===== src/rtl/uart_tx.sv =====
// uart_tx: serial transmitter for 5..8 data bits, optional odd/even parity and
// one or two stop bits. A free-running baud square wave is turned into a
// one-clk tick. The frame sequencer then advances one bit per tick.
//
// Handshake: a byte is accepted on any clk edge where tx_valid && tx_ready.
// tx_ready is high only in IDLE. At that edge tx_data is copied into the shift
// register and its parity is computed. While tx_ready is low, tx_valid and
// tx_data are ignored. After acceptance the producer may change them freely.
module uart_tx #(
   parameter int DATA_BITS = 8,
   parameter int PARITY    = 0,
   parameter int STOP_BITS = 1
) (
   input  logic       clk,
   input  logic       reset,
   input  logic       baud,
   input  logic [7:0] tx_data,
   input  logic       tx_valid,
   output logic       tx_ready,
   output logic       tx,
   output logic       tx_busy,
   output logic       tx_done,
   output logic [2:0] state_dbg
);

   // Frame sequencer states
   localparam logic [2:0] ST_IDLE   = 3'd0;
   localparam logic [2:0] ST_ARM    = 3'd1;
   localparam logic [2:0] ST_START  = 3'd2;
   localparam logic [2:0] ST_DATA   = 3'd3;
   localparam logic [2:0] ST_PARITY = 3'd4;
   localparam logic [2:0] ST_STOP   = 3'd5;

   // Only the low DATA_BITS of the byte are sent or enter the parity.
   localparam logic [7:0] DATA_MASK  = 8'((16'd1 << DATA_BITS) - 16'd1);
   // Counter value while the final data bit is on the line.
   localparam logic [2:0] LAST_BIT   = 3'(DATA_BITS - 1);
   // Stop counter value while the final stop bit is on the line.
   localparam logic       LAST_STOP  = 1'(STOP_BITS - 1);
   localparam logic       HAS_PARITY = (PARITY != 0);
   // Odd parity is the inverse of the plain XOR of the data bits.
   localparam logic       PAR_INV    = (PARITY == 1);

   logic       baud_q;
   logic       tick;
   logic       accept;
   logic [2:0] state;
   logic [2:0] state_nxt;
   logic [7:0] shift;
   logic [2:0] bit_cnt;
   logic       stop_cnt;
   logic       par_bit;
   logic       last_data;
   logic       last_stop;

   assign tick      = baud & ~baud_q;
   assign tx_ready  = (state == ST_IDLE);
   assign tx_busy   = (state != ST_IDLE);
   assign accept    = tx_valid && tx_ready;
   assign last_data = (bit_cnt == LAST_BIT);
   assign last_stop = (stop_cnt == LAST_STOP);
   assign state_dbg = state;

   // Delayed copy of the baud wave for rising-edge detection
   always_ff @(posedge clk) begin
      if (reset) begin
         baud_q <= 1'b0;
      end else begin
         baud_q <= baud;
      end
   end

   // Next-state selection: only IDLE->ARM is independent of tick
   always_comb begin
      state_nxt = state;
      case (state)
         ST_IDLE: begin
            if (accept) state_nxt = ST_ARM;
         end
         ST_ARM: begin
            if (tick) state_nxt = ST_START;
         end
         ST_START: begin
            if (tick) state_nxt = ST_DATA;
         end
         ST_DATA: begin
            if (tick && last_data) state_nxt = HAS_PARITY ? ST_PARITY : ST_STOP;
         end
         ST_PARITY: begin
            if (tick) state_nxt = ST_STOP;
         end
         ST_STOP: begin
            if (tick && last_stop) state_nxt = ST_IDLE;
         end
         default: state_nxt = ST_IDLE;
      endcase
   end

   // State register
   always_ff @(posedge clk) begin
      if (reset) begin
         state <= ST_IDLE;
      end else begin
         state <= state_nxt;
      end
   end

   // Shift register, data bit counter and captured parity
   always_ff @(posedge clk) begin
      if (reset) begin
         shift   <= 8'h00;
         bit_cnt <= 3'd0;
         par_bit <= 1'b0;
      end else if (accept) begin
         shift   <= tx_data & DATA_MASK;
         bit_cnt <= 3'd0;
         par_bit <= (^(tx_data & DATA_MASK)) ^ PAR_INV;
      end else if (tick) begin
         case (state)
            ST_START: begin
               shift <= shift >> 1;
            end
            ST_DATA: begin
               // Hold at the last index so the counter never wraps in a frame.
               if (!last_data) begin
                  bit_cnt <= bit_cnt + 3'd1;
                  shift   <= shift >> 1;
               end
            end
            default: begin
            end
         endcase
      end
   end

   // Stop bit counter, cleared for every new frame
   always_ff @(posedge clk) begin
      if (reset) begin
         stop_cnt <= 1'b0;
      end else if (accept) begin
         stop_cnt <= 1'b0;
      end else if (tick && state == ST_STOP && !last_stop) begin
         stop_cnt <= stop_cnt + 1'b1;
      end
   end

   // Serial line: changes only on tick edges, so each bit lasts one interval
   always_ff @(posedge clk) begin
      if (reset) begin
         tx <= 1'b1;
      end else if (tick) begin
         case (state)
            ST_ARM:    tx <= 1'b0;
            ST_START:  tx <= shift[0];
            ST_DATA: begin
               if (last_data) tx <= HAS_PARITY ? par_bit : 1'b1;
               else           tx <= shift[0];
            end
            ST_PARITY: tx <= 1'b1;
            default:   tx <= 1'b1;
         endcase
      end
   end

   // One-clk pulse as the final stop bit completes
   always_ff @(posedge clk) begin
      if (reset) begin
         tx_done <= 1'b0;
      end else begin
         tx_done <= tick && (state == ST_STOP) && last_stop;
      end
   end

endmodule


===== config.mk =====
export PLATFORM = sky130hd
export DESIGN_NAME = uart_tx
export DESIGN_NICKNAME = d
export VERILOG_FILES = /design/src/rtl/uart_tx.sv
export SDC_FILE = /design/constraint.sdc
export NUM_CORES = 1
export LEC_CHECK = 0
export CORE_ASPECT_RATIO = 0.75
export CORE_MARGIN = 2
export CORE_UTILIZATION = 50
export DETAILED_ROUTE_END_ITERATION = 6
export PLACE_DENSITY_LB_ADDON = 0.25
export RECOVER_POWER = 100
export SYNTH_ARGS = -nofsm -noshare
export SYNTH_HDL_FRONTEND = slang
export SYNTH_SLANG_ARGS = --single-unit

===== constraint.sdc =====
create_clock -name clk -period 4.52 [get_ports clk]
set_input_delay 1.356 -clock clk [delete_from_list [all_inputs] [get_ports clk]]
set_output_delay 1.356 -clock clk [all_outputs]
set_load 0.005 [all_outputs]

Word-level counts from Yosys, hierarchy flattened --
Cells that the tools add are included.
Storage, ports and cells: flip-flop bits (word level) 18, bits of input ports 12, output and inout port bits 7, logic and storage cells 53
Cells by class: muxes and demuxes 13, equality and inequality tests 13, reduce and logical (&&, ||, !) cells 14, add/subtract/negate cells 2, bitwise logic cells 4
Operators by type and width (number):
- $mux W8 | 3
- $mux W3 | 6
- $pmux W3 S6 | 1
- $pmux W8 S2 | 1
- $ne A2 B2 Y1 const B | 5
- $eq A3 B3 Y1 const B | 3
- $eq A3 B2 Y1 const B | 2
- $logic_and A1 B1 Y1 | 6
- $reduce_and A3 Y1 | 2
- $reduce_and A6 Y1 | 1
- $reduce_bool A3 Y1 | 2
- $add A3 B1 Y3 const B | 1
- $eq A3 B1 Y1 const B | 1
- $logic_not A3 Y1 | 1
- $ne A3 B3 Y1 const B | 1
- $not A1 Y1 | 3
- $pmux W1 S3 | 1
- $ne A2 B1 Y1 const B | 1
- $reduce_bool A2 Y1 | 1
- $reduce_or A2 Y1 | 1
- $add A1 B1 Y1 const B | 1
- $and A1 B1 Y1 | 1
- $mux W1 | 1

Depth between registers and ports, before layout --
word-level depth 5, mapped depth 7, mapped depth without buffers 6

Worst setup path after synthesis --
Ideal clock, no wire load.
path type input -> register, start point in baud, end point reg state[0], in the netlist state_dbg[0], arrival 2123 ps, path buffers 1, stages 5, setup slack 2262 ps, cell sequence nor2b_1 -> buf_2 -> o21ai_0 -> a311oi_1 -> o22ai_1
On the way: word-level cells in the longest chain between the ends 4
RTL lines:
- start, declared | RTL line 16 | input logic baud,
- $and A1 B1 Y1 * | RTL line 56 | assign tick = baud & ~baud_q;
- $logic_and A1 B1 Y1, on equally long branches | RTL line 93, 87
- $ne A2 B2 Y1 (no source line)
- $reduce_and A6 Y1 (no source line) *
- end signal, assigned | RTL line 104 | state <= state_nxt;
- end, declared | RTL line 47 | logic [2:0] state;
Mark *: on every way between the ends. The rest lies on a longest branch, timed or not. A chain may end at the register's enable or synchronous reset.

Final worst setup path --
start point reg state[0], in the netlist state_dbg[0], end point out tx_busy
On the way: word-level cells in the longest chain between the ends 1
RTL lines:
- $reduce_bool A3 Y1 | RTL line 58 | assign tx_busy = (state != ST_IDLE);
- end, declared | RTL line 21 | output logic tx_busy,
Every way passes these cells.

==> results_dict.tcl <==
set metrics [dict create \
    avgSynthCellArea_um2 8.78 \
    rsz0062_at_grt "false" \
    grt_max_degree 17 \
    max_stage_delay_ns 0.58 \
    drc_errors 0 \
    yosys.area.top_type "dfxtp_1" \
    synth_top_family_by_area "simple AND/OR/NAND/NOR gates" \
    layout_min_cycle_time_ns 3.18 \
    drt_iter0_markers 19 \
    routed_via_density 5.78 \
    syn_nets 121 \
    numClockSinks 18 \
    holdPathEnd "tx_done" \
    synth.area.top_cells "dfxtp_1, a311oi_2, nand2_1, a21oi_1, nor2_1" \
    synth_xor_area_frac 0.00932 \
    setup_tns_ns 0 \
    track_usage 0.192 \
    crit_chain "nor3_1, inv_1, dlygate4sd3_1" \
    insertion_delay_ns 0.30 \
    die-width_um 54.1 \
    antenna_left 0 \
    dp_hpwl_um 1440 \
    ys_seq_area_frac 0.383 \
    path_clk_slew_ns 0.10 \
    relSlewSlack 0.559 \
    clockRootBuffer "clkbuf_4" \
    crit_arrival_ns 1.83 \
    initial_core_util 0.535 \
    finalClockSkew_ns 0.00764 \
    crit_family "buffers and inverters" \
    die_h_um 41.5 \
    end_kind "primary output" \
    synth_top_area_frac 0.383 \
    synth_compound_area_frac 0.209 \
    wire_per_inst_um 13.9 \
    dp_slack_ns 1.32 \
    min_path_cells 1 \
    power_mw 0.347 \
    drive_above_1_share 0.0744 \
    yosysWarnings 0 \
    final_area_um2 1100 \
    first_pass_iters 4 \
    critical_path.max_fanout 16 \
    hold_buffers 0 \
    netlist_area_um2 940 \
    cts_made_buffers 3 \
    slew_viol_final 0 \
    num_antenna_cells 0 \
    wirelength_um 1980 \
    gp_congestion 0.966 \
    post_cts.repair.setup_buffers 0 \
    synthesis.instances 107 \
    synthAdderAreaFrac 0.0266 \
    ys_types 35 \
    grt_pass1_vias 668 \
    fillers 169 \
    final_hold_viol_count 0 \
    r2r_start "baud_q" \
    worstSetupPathType "flop to primary output" \
    cts_tree "yes" \
    cts_resized 0 \
    rows 13 \
    reg2reg_depth 4 \
    clock.fmax_ghz 0.314 \
    cp_slowest_cell "dlygate4sd3_1" \
    area_growth_pct 16.6 \
    required_ns 3.16 \
    antenna_found_initial 0 \
    status "finished clean" \
    worst_pin_slew_ns 0.659 \
    place_area_um2 1100 \
    clk_path_buf_depth 2 \
    die_area_um2 2250 \
    setup_slack_ns 1.34 \
    path_buf_inv 2 \
    whs_ns 0.448 \
    min_from "stop_cnt" \
    setup_viol 0 \
    grt_overflow_total 0 \
    cap_violations 0 \
    synthMuxAreaShare 0.0333 \
    port_buffers 18 \
    peakVddDrop_mv 0.208 \
    post-route-period-util 0.704 \
    ff2ff_setup_slack_ns 2.86 \
    r2r_end "shift[1]" \
    start_kind "flop" \
    grt_pass1_wl_um 3090 \
    p_leak_nw 0.414 \
    ys_ff_latch 18 \
    dr_total_vias 827 \
    core_area_um2 1760 \
    ios 19 \
    num-nets-final 137 \
    h-tree-depth 1 \
    powerDensity_nw_per_um2 317 \
    synth-simple-area-share 0.282 \
    hold_class "flop to flop" \
]
flip-flops by register name, summed over array words and instances (netlist names):
register / count
baud_q: 1
bit_cnt: 3
shift: 8
state_dbg: 3
stop_cnt: 1
tx: 1
tx_done: 1
worst max path at each step:
stage | end | depth (start not counted) | from
floorplan | state_dbg[0] | 5 | baud
finish | tx_busy | 3 | state_dbg[0]
global placement | shift[5] | 5 | baud
detailed placement | shift[1] | 5 | baud
global route | tx_busy | 3 | state_dbg[0]
CTS | tx_busy | 3 | state_dbg[0]
synth_stat cells, drive strengths merged:
cell type,count
xor2,1
o32ai,1
and4,1
nand3,5
o22ai,1
nor3,3
mux2,1
and3,1
nor2b,5
mux2i,2
inv,2
nor4,1
a21oi,8
nor2,10
o211ai,1
a311oi,6
a211oi,1
a22oi,2
nand2b,4
nor3b,1
and2,2
o21ai,3
dfxtp,18
o21a,1
nand4b,1
nand2,16
buf,6
ha,2
clkbuf,1
cells in the final DEF, fill, tap and decap left out, types with 4 or more instances in the layout:
cell,synthesis,final
nand3_1,5,5
nor2b_1,4,4
nand2b_1,4,4
a21oi_1,8,8
dlygate4sd3_1,0,8
clkdlybuf4s50_1,0,10
nor2_1,10,10
dfxtp_1,18,18
nand2_1,15,15
logic make-up after synthesis:
kind of cell | after synthesis
flops | 18
mux | 3
fa+ha+maj | 2
compound gates | 24
buf+inv | 9
xor+xnor | 1
simple gates | 50
metrics by stage:
step	std cells	util
2_1_floorplan	107	-
3_3_place_gp	140	0.627
3_5_place_dp	140	0.627
4_1_cts	143	0.640
5_1_grt	143	0.624
6_report	143	0.624
power breakdown:
part / leakage, nW / internal, mW / switching, mW
Combinational: 0.253 / 0.0422 / 0.0388
Sequential: 0.147 / 0.172 / 0.0157
Clock: 0.0138 / 0.0311 / 0.0479
worst register-to-register path, stage by stage, from the launching register on:
cell and delay [ns]:
dfxtp_1 0.32, nor2b_1 0.50, and3_1 0.42, nand2_1 0.09, a311oi_1 0.26
per-layer routing:
metal  GRT usage  vias up  share of wire
li1            -      408              -
met3      0.0755        5          0.072
met1       0.266      384           0.48
met4      0.0600        0          0.013
met2       0.271       30           0.44
met5           0        -              0
cell type report:
class                           count  area, um^2  area share
Inverter                            2        7.51     0.00685
Clock buffer                        3        22.5      0.0205
Sequential cell                    18         360       0.329
Timing Repair Buffer               18         180       0.164
Multi-Input combinational cell     80         498       0.454
Tap cell                           22        27.5      0.0251
No activity file was read; power rests on OpenSTA's default activity.
==> RTL edit (same flow settings) <==
Put one more register stage on the output `state_dbg`. The value now appears one clock later. The other outputs are not delayed to match.
--- a/src/rtl/uart_tx.sv
+++ b/src/rtl/uart_tx.sv
@@ -59,7 +59,9 @@
    assign accept    = tx_valid && tx_ready;
    assign last_data = (bit_cnt == LAST_BIT);
    assign last_stop = (stop_cnt == LAST_STOP);
-   assign state_dbg = state;
+   always_ff @(posedge clk) begin
+      state_dbg <= state;
+   end
 
    // Delayed copy of the baud wave for rising-edge detection
    always_ff @(posedge clk) begin
Behaviour: not the same (Yosys sat finds a counterexample within 4 cycles, from zero or initial values and one cycle with reset high).
==> RTL edit against the unedited design <==
Sequential cell count up 3. Final cell count rose by 0.70%. Sequential power increased by 11%. Total power rose by 1.7%. Setup slack better by 160 ps. Final area rose by 6.8%. Area after synthesis grew 7.5%. Wire length decreased by 14%. Largest power group unchanged.
==> RTL edit: results (changes against the unedited design) <==
Status
  – Status: completed

Layout
  – Biggest register: shift
  – Max FFs per register: 8 (unchanged)
  – Fraction of layout cells with a size suffix above 1: 10.8% (+3.4 points)
  – Final net count: 135 (-1.5%)
  – Antenna cells: 0 (unchanged)

Pwr
  – Sequential power share: 58.5% (+4.6 points)
  – Worst IR Drop VDD: 215 µV (+3.6%)
  – Total internal power: 0.262 mW (+7.2%)
  – Power Combinational: 0.0604 mW (-26%)
  – P_leak: 0.474 nW (+15%)
  – Net Switching: 0.0909 mW (-11%)

Synth
  – Mapped Nets: 118 (-2.5%)
  – Commonest cells in the netlist: dfxtp_1, nor2_1
  – Yosys Warn Count: 0 (unchanged)
  – Synth unique cells: 37 (+5.7%)
  – Synth area leaders: dfxtp_1, nor2_1, nor4_2
  – Post-synthesis sequential area ratio: 41.6% (+3.3 points)
  – Async S/R FF share, synth: 0% (unchanged)

Placement
  – Routability cong.: 0.753 (-22%)
  – Placed Area: 0.00118 mm² (+7.0%)
  – Pre-CTS WS: 1420 ps (+99.3 ps)
  – Post-DP HPWL: 1.27 mm (-12%)
  – IO Port Bufs: 18 (unchanged)

Critical path
  – Worst Path Arrival: 1670 ps (-160 ps)
  – Crit path max-delay cell type: dfxtp_1
  – Critical Path Fanout Max: 13 (-3)
  – CP peak stage delay: 620 ps (+40 ps)

STA
  – Layout Skew: 2.01 ps (-5.63 ps)
  – Worst slew pin tran: 706 ps (+46.6 ps)

Global routing
  – Vias in the first global route: 680 (+1.8%)
  – Total track usage: 15.2% (-3.9 points)
  – First-pass GRT wire length: 2.87 mm (-7.1%)
  – Largest net degree at the start of global routing: 19 (+2)

Route
  – Routed len/inst: 11.9 µm (-14%)
  – Average vias per placed instance: 5.27 (-8.9%)
  – Initial detailed-routing violation count: 13 (-6)

Hold path
  – Min-Delay Path Class: reg2reg

CTS
  – Post-CTS setup buffers: 0 (unchanged)
  – CTS max path bufs: 2 (unchanged)
  – Clock Latency Late Sink: 300 ps (about the same)
-- RTL edit: changes by cell type after synthesis, moves of 4 or more --
cell / change
nand2_1: -11
a311oi_2: -5
nor2_1: +5
a211oi_1: +4
a21oi_1: -4
nor4_2: +4
-- RTL edit: worst paths after layout --
path | startpoint | endpoint | slack [ps] | cells after the start
worst max register to register | bit_cnt[0] | bit_cnt[0] | 2600 | 6
worst max-delay path | state[0] | tx_busy | 1490 | 3
worst min-delay path | shift[6] | shift[6] | 480 | 2
worst min register to register | shift[6] | shift[6] | 480 | 2
-- RTL edit: final cells by class --
class / count / area, µm²
sequential: 21 / 420
fill: 175 / 791
multi-input combinational: 75 / 505
inverter: 2 / 7.51
timing repair buffer: 18 / 180
clock buffer: 3 / 22.5
tap: 24 / 30.0
clock inverter: 1 / 5.00
-- RTL edit: metrics by stage --
stage | std cells | hold WS (ps)
final | 144 | 476
after floorplan | 104 | 332
after CTS | 144 | 481
after detailed placement | 140 | 465
after global routing | 144 | 494
after global placement | 140 | 468
-- RTL edit: metal layers --
| layer | global-route usage [%] | vias up | part of all wire [%] |
|---|---|---|---|
| li1 | - | 400 | - |
| met1 | 19.3 | 344 | 50 |
| met2 | 25.2 | 15 | 45 |
| met3 | 5.79 | 0 | 5.4 |
| met4 | 2.86 | 0 | 0 |
| met5 | 0 | - | 0 |
-- RTL edit: cells by family after synthesis --
kind of cell / synth area share [%]
AOI/OAI and AO/OA: 11.6
xor gates and xnor gates: 0.868
adders and majority gates: 2.48
buffers and inverters: 4.71
DFF: 41.6
muxes: 3.97
and+or+nand+nor: 34.7
-- RTL edit: worst max-delay path: cells and delay by family, from the launching register on --
family / cells / cell delay, ps
and+or+nand+nor: 1 / 130
DFF: 1 / 620
buffers and inverters: 2 / 620
